## config.mk

```make
export PLATFORM = sky130hd
export DESIGN_NAME = mem_port_arbiter
export DESIGN_NICKNAME = d
export VERILOG_FILES = /design/src/rtl/mem_port_arbiter.sv
export SDC_FILE = /design/constraint.sdc
export NUM_CORES = 1
export LEC_CHECK = 0
export BUFFER_PORTS_ARGS = -buffer_cell sky130_fd_sc_hd__buf_2
export CAP_MARGIN = 20
export CELL_PAD_IN_SITES_DETAIL_PLACEMENT = 2
export CELL_PAD_IN_SITES_GLOBAL_PLACEMENT = 2
export CORE_MARGIN = 4
export CORE_UTILIZATION = 22
export DETAILED_ROUTE_END_ITERATION = 16
export PLACE_DENSITY_LB_ADDON = 0.1
export SLEW_MARGIN = 20
export SYNTH_ARGS = -nofsm -noshare
export SYNTH_HDL_FRONTEND = slang
export SYNTH_SLANG_ARGS = --single-unit
```

## constraint.sdc

```tcl
create_clock -name clock -period 1.2 [get_ports clock]
set_input_delay 0.36 -clock clock [delete_from_list [all_inputs] [get_ports clock]]
set_output_delay 0.36 -clock clock [all_outputs]
set_load 0.01 [all_outputs]
```

## src/rtl/mem_port_arbiter.sv

```systemverilog
// Round-robin arbiter sharing one single-port memory between instruction fetch
// and data requesters; one access in flight, all outputs registered.
module mem_port_arbiter #(
    parameter int AW          = 32,
    parameter int DW          = 32,
    parameter int WAIT_CYCLES = 1
) (
    input  logic          clock,
    input  logic          reset,
    input  logic          if_req,
    input  logic [AW-1:0] if_addr,
    output logic          if_gnt,
    output logic          if_rvalid,
    output logic [DW-1:0] if_rdata,
    input  logic          dm_req,
    input  logic          dm_we,
    input  logic [AW-1:0] dm_addr,
    input  logic [DW-1:0] dm_wdata,
    output logic          dm_gnt,
    output logic          dm_rvalid,
    output logic [DW-1:0] dm_rdata,
    output logic          mem_ren,
    output logic          mem_wen,
    output logic [AW-1:0] mem_addr,
    output logic [DW-1:0] mem_din,
    input  logic [DW-1:0] mem_dout,
    output logic          busy
);

    typedef enum logic [1:0] {IDLE, ACCESS, DONE} state_t;
    typedef enum logic {OWN_IF, OWN_DM} owner_t;

    localparam int CW = (WAIT_CYCLES > 1) ? $clog2(WAIT_CYCLES) : 1;
    localparam logic [CW-1:0] CNT_INIT = CW'(WAIT_CYCLES - 1);

    state_t          state;
    owner_t          owner;
    owner_t          last;
    owner_t          pick;
    logic            acc_we;
    logic [CW-1:0]   cnt;

    // Winner for the next IDLE edge; a tie goes to whoever was not served last.
    always_comb begin
        pick = OWN_IF;
        if (if_req && dm_req)
            pick = (last == OWN_IF) ? OWN_DM : OWN_IF;
        else if (dm_req)
            pick = OWN_DM;
    end

    // NOTE: non-blocking assignments only, so every register sees pre-edge values.
    always_ff @(posedge clock) begin
        if (reset) begin
            state     <= IDLE;
            owner     <= OWN_IF;
            last      <= OWN_DM;
            acc_we    <= 1'b0;
            cnt       <= '0;
            if_gnt    <= 1'b0;
            if_rvalid <= 1'b0;
            if_rdata  <= '0;
            dm_gnt    <= 1'b0;
            dm_rvalid <= 1'b0;
            dm_rdata  <= '0;
            mem_ren   <= 1'b0;
            mem_wen   <= 1'b0;
            mem_addr  <= '0;
            mem_din   <= '0;
            busy      <= 1'b0;
        end else begin
            // Grants and valids are single-cycle pulses unless re-raised below.
            if_gnt    <= 1'b0;
            dm_gnt    <= 1'b0;
            if_rvalid <= 1'b0;
            dm_rvalid <= 1'b0;
            case (state)
                IDLE: begin
                    if (if_req || dm_req) begin
                        state <= ACCESS;
                        owner <= pick;
                        last  <= pick;
                        cnt   <= CNT_INIT;
                        busy  <= 1'b1;
                        if (pick == OWN_IF) begin
                            if_gnt   <= 1'b1;
                            acc_we   <= 1'b0;
                            mem_addr <= if_addr;
                            mem_ren  <= 1'b1;
                            mem_wen  <= 1'b0;
                        end else begin
                            dm_gnt   <= 1'b1;
                            acc_we   <= dm_we;
                            mem_addr <= dm_addr;
                            mem_din  <= dm_wdata;
                            mem_ren  <= ~dm_we;
                            mem_wen  <= dm_we;
                        end
                    end
                end
                ACCESS: begin
                    if (cnt == '0) begin
                        state   <= DONE;
                        mem_ren <= 1'b0;
                        mem_wen <= 1'b0;
                        if (owner == OWN_IF) begin
                            if_rvalid <= 1'b1;
                            if_rdata  <= mem_dout;
                        end else begin
                            dm_rvalid <= 1'b1;
                            if (!acc_we)
                                dm_rdata <= mem_dout;
                        end
                    end else begin
                        cnt <= cnt - 1'b1;
                    end
                end
                DONE: begin
                    state <= IDLE;
                    busy  <= 1'b0;
                end
                default: begin
                    state <= IDLE;
                    busy  <= 1'b0;
                end
            endcase
        end
    end

endmodule

```

==> results_tabular.tex <==
\begin{tabular}{lr}
\hline
Metric & Value \\
\hline
\multicolumn{2}{l}{\textbf{Outcome}} \\
\quad Result of the run & finished with violations \\
\quad Violations in the final reports & negative setup slack \\
\multicolumn{2}{l}{\textbf{Synthesis}} \\
\quad Synth Area in Compound Gates & 0.247 \\
\quad Leading register cell type out of synthesis & dfxtp\_1 \\
\quad Ranking of synthesized cells by instance count & nand2\_1, dfxtp\_1, a21oi\_1, o21ai\_0, nand3\_1 \\
\quad Syn\_nets & $\sim$800 \\
\quad Synth Area in XOR/XNOR & 0 \\
\quad Post-synthesis cell area & 5330 um2 \\
\quad Adder and majority gate portion of the synthesized area & 0 \\
\quad Multiplexer share of the synthesized area & 0 \\
\quad Total of flip-flops plus latches after synthesis & 140 \\
\quad Yosys warning total & 0 \\
\quad Area share of the largest cell type after synthesis & 0.526 \\
\quad Synthesized instance count & approximately 650 \\
\quad Fraction of the mapped netlist area in simple logic gates & 0.167 \\
\quad EDFF count, synth & 0 \\
\quad Main combinational cell family by area after synthesis & compound AO/OA/AOI/OAI gates \\
\quad Mean instance size in the synthesized netlist & 8.15 um2 \\
\quad Cells taking the most area after synthesis & dfxtp\_1, a21oi\_1, nand2\_1 \\
\quad Proportion of synthesized chip area in sequential cells & 0.526 \\
\quad Yosys top cell by area & dfxtp\_1 \\
\quad Yosys cell types & 26 \\
\quad Proportion of synthesized flip-flops having asynchronous set or reset & 0 \\
\quad Dominant cell by count in the synthesized netlist & nand2\_1 \\
\multicolumn{2}{l}{\textbf{Run}} \\
\quad Number of max-cap violations & 0 \\
\multicolumn{2}{l}{\textbf{Clocking}} \\
\quad Sinks on the clock net & 140 \\
\quad H-tree levels & 4 \\
\quad Clock tree from TritonCTS & built \\
\quad Root Buffer & clkbuf\_16 \\
\quad Clock latency at the later pin of the worst-skew pair & between 400 and 500 ps \\
\quad CTS Buf Count & 17 \\
\quad Clk slew on worst S/H paths & 70 ps \\
\quad Longest Clk Path Bufs & 2 \\
\multicolumn{2}{l}{\textbf{Global route}} \\
\quad Via count of the first global-routing pass & around 7,000 \\
\quad Antenna violations before repair & 6 \\
\quad Global-route congestion overflow total & 0 \\
\quad Wire length of the first global-routing pass & around 40,000 um \\
\quad Largest net degree at the start of global routing & between 40 and 50 \\
\quad Gr usage total & 0.199 \\
\multicolumn{2}{l}{\textbf{Die}} \\
\quad Total number of placement rows & 56 \\
\quad Core Box Area & around 24,000 um2 \\
\quad Total Die Area & around 27,000 um2 \\
\quad Die boundary width & about 160 um \\
\quad Initial core utilization & 0.226 \\
\quad Height of the chip & 164 um \\
\quad Count of boundary I/O pins & 268 \\
\multicolumn{2}{l}{\textbf{Final layout}} \\
\quad Final non-filler cell area & between 10,000 and 15,000 um2 \\
\quad Layout cell share with drive strength beyond 1 & 0.850 \\
\quad Signed area change from the synthesized netlist to the final layout & 129\% \\
\quad Final nets & between 1,000 and 1,500 \\
\quad Utilization after layout & 0.517 \\
\multicolumn{2}{l}{\textbf{Min path}} \\
\quad Hold crit path type & in2reg \\
\multicolumn{2}{l}{\textbf{Routing}} \\
\quad Routed wire length & around 33,000 um \\
\quad Drc violations & 0 \\
\quad Number of DRC violations after detailed-routing iteration 0 & $\sim$250 \\
\quad Initial DRT Pass Iterations & 4 \\
\quad DR WL/cell & roughly 24 um \\
\quad Vias after detailed routing & between 6,000 and 7,000 \\
\quad Antenna Violating Nets Remaining & 0 \\
\quad Drt via density & between 4 and 5 \\
\multicolumn{2}{l}{\textbf{Timing}} \\
\quad Setup repair after global routing missed its margin & yes \\
\quad Peak clock frequency supported by timing & 662 MHz \\
\quad Min cycle time layout & roughly 1500 ps \\
\quad Final clock skew & roughly 10 ps \\
\quad Setup violations, final & roughly 270 \\
\quad Final worst path period share & 1.26 \\
\quad Pins over their slew limit & 0 \\
\quad Worst setup slack after layout & -312 ps \\
\quad Worst-margin pin slew & 622 ps \\
\quad Relative slew margins & 0.584 \\
\quad Endpoints failing hold & 0 \\
\multicolumn{2}{l}{\textbf{Pwr}} \\
\quad Sequential fraction of design power & 0.335 \\
\quad Internal power contribution & between 10 and 15 mW \\
\quad Switching power & around 4.7 mW \\
\quad Switching part of the total & 0.299 \\
\quad Leakage dissipation & a little over 5 nW \\
\quad Clock Power Share & 0.386 \\
\quad Max rail drop VDD & between 0.0008 and 0.0009 V \\
\quad Power share of the combinational group & 0.279 \\
\quad Power per cell area & roughly 1300 nW/um2 \\
\multicolumn{2}{l}{\textbf{Worst setup path}} \\
\quad Required time of the critical path & approximately 1500 ps \\
\quad Startpoint class of the critical path & register \\
\quad Most frequent cell on the critical path & buf\_12 \\
\quad Cells along the critical path & buf\_6 -> nor2\_4 -> buf\_12 -> buf\_12 -> buf\_16 -> a21oi\_2 -> a311oi\_1 \\
\quad Number of buffer and inverter instances along the worst setup path & 4 \\
\quad Arrival time at the worst endpoint & approximately 1800 ps \\
\quad Max stage delay cell, worst path & dfxtp\_2 \\
\quad CP Max Fanout & 5 \\
\quad Category of the critical setup timing path & reg2reg \\
\quad Category of the worst setup path capture point & register \\
\quad Max incr delay on CP & around 330 ps \\
\quad Critical path's top delay family & buffers and inverters \\
\multicolumn{2}{l}{\textbf{Placement}} \\
\quad Dpl ws & -444 ps \\
\quad Half-perimeter wire length of the detailed placement result & around 17,000 um \\
\quad Final weighted congestion in routability-driven placement & $\sim$0.80 \\
\quad Port Buffer Count & 267 \\
\quad Post-Place Cell Area & just over 7000 um2 \\
\hline
\end{tabular}
[timing repair]
action	in CTS	in global routing
endpoints found under the hold margin	0	0
gates cloned	15	16
resized for setup	363	392
hold buffers	0	0
endpoints found under the setup margin	272	273
buffers inserted	44	66
pin swaps	38	149
[cells by family (layout without fill, tap and decap cells)]
kind of cell,after synthesis,after routing
AO/OA/AOI/OAI,235,236
AND/OR/NAND/NOR,213,214
flip-flops,140,140
buffers and inverters,66,464
other,0,4
[flip-flops by register name, indices dropped and copies added (netlist names)]
| signal | count |
|---|---|
| mem_din | 32 |
| busy | 1 |
| if_rvalid | 1 |
| if_gnt | 1 |
| last | 1 |
| owner | 1 |
| if_rdata | 32 |
| state | 2 |
| dm_gnt | 1 |
| mem_ren | 1 |
| dm_rdata | 32 |
| dm_rvalid | 1 |
| mem_addr | 32 |
| acc_we | 1 |
| mem_wen | 1 |
[per-stage QoR]
step                instances  total power [mW]  hold slack [ps]  setup TNS, ps
floorplan                 654              6.28              463           -399
global placement         1207              7.23              442         -19140
detailed placement       1207              7.32              449         -24530
CTS                      1298              14.6              128         -20680
global route             1377              16.4              152         -41040
finish                   1377              15.8              173         -26440
[routing by layer]
layer / GRT usage / wire [um] / vias up
li1: - / - / 3071
met1: 0.212 / 12000 / 3351
met2: 0.374 / 18300 / 207
met3: 0.0601 / 2000 / 45
met4: 0.0648 / 705 / 4
met5: 0 / 27 / -
[power by group through the flow]
stage          clock network (mW)  logic (mW)  registers (mW)
6_report                     6.10        4.40            5.28
3_3_place_gp                    0        2.01            5.23
2_1_floorplan                   0       0.935            5.35
4_1_cts                      6.15        3.16            5.25
3_5_place_dp                    0        2.08            5.24
5_1_grt                      6.45        4.63            5.32
[cell usage in the layout, fill, tap and decap left out, drive strengths merged]
cell,instances
a211o,1
a21bo,2
a21boi,1
a21oi,132
a221oi,1
a311oi,32
and2,1
buf,420
bufinv,5
clkbuf,32
clkinv,1
clkinvlp,2
dfxtp,140
diode,4
inv,4
nand2,163
nand2b,2
nand3,33
nand4bb,1
nor2,7
nor3,3
nor3b,1
nor4bb,1
o211ai,1
o21ai,66
or2,2
[final timing paths]
| path | slack, ps | to | start | depth (start not counted) |
|---|---|---|---|---|
| worst max-delay path | -310 | mem_addr[29]$_SDFFE_PP0P_ | state[0]$_SDFFE_PP0P_ | 7 |
| worst min-delay path | 170 | mem_din[18]$_SDFFE_PP0P_ | dm_wdata[18] | 3 |
| worst max register to register | -310 | mem_addr[29]$_SDFFE_PP0P_ | state[0]$_SDFFE_PP0P_ | 7 |
| worst min register to register | 470 | dm_rdata[3]$_SDFFE_PP0P_ | dm_rdata[3]$_SDFFE_PP0P_ | 2 |
[area by class of cell]
type	instances	area (um2)
sequential	140	3000
timing repair buffer	432	4310
clock inverter	12	209
antenna	4	10.0
clock buffer	20	447
multi-input combinational	450	3830
fill	2322	11400
tap	319	399
[worst reg2reg max path, cell delays in order (launching register included)]
cell and delay [ps]:
dfxtp_2 330, buf_6 130, nor2_4 190, buf_12 170, buf_12 110, buf_16 110, a21oi_2 50, a311oi_1 310
Note: power is estimated with default switching activity, not from simulation.
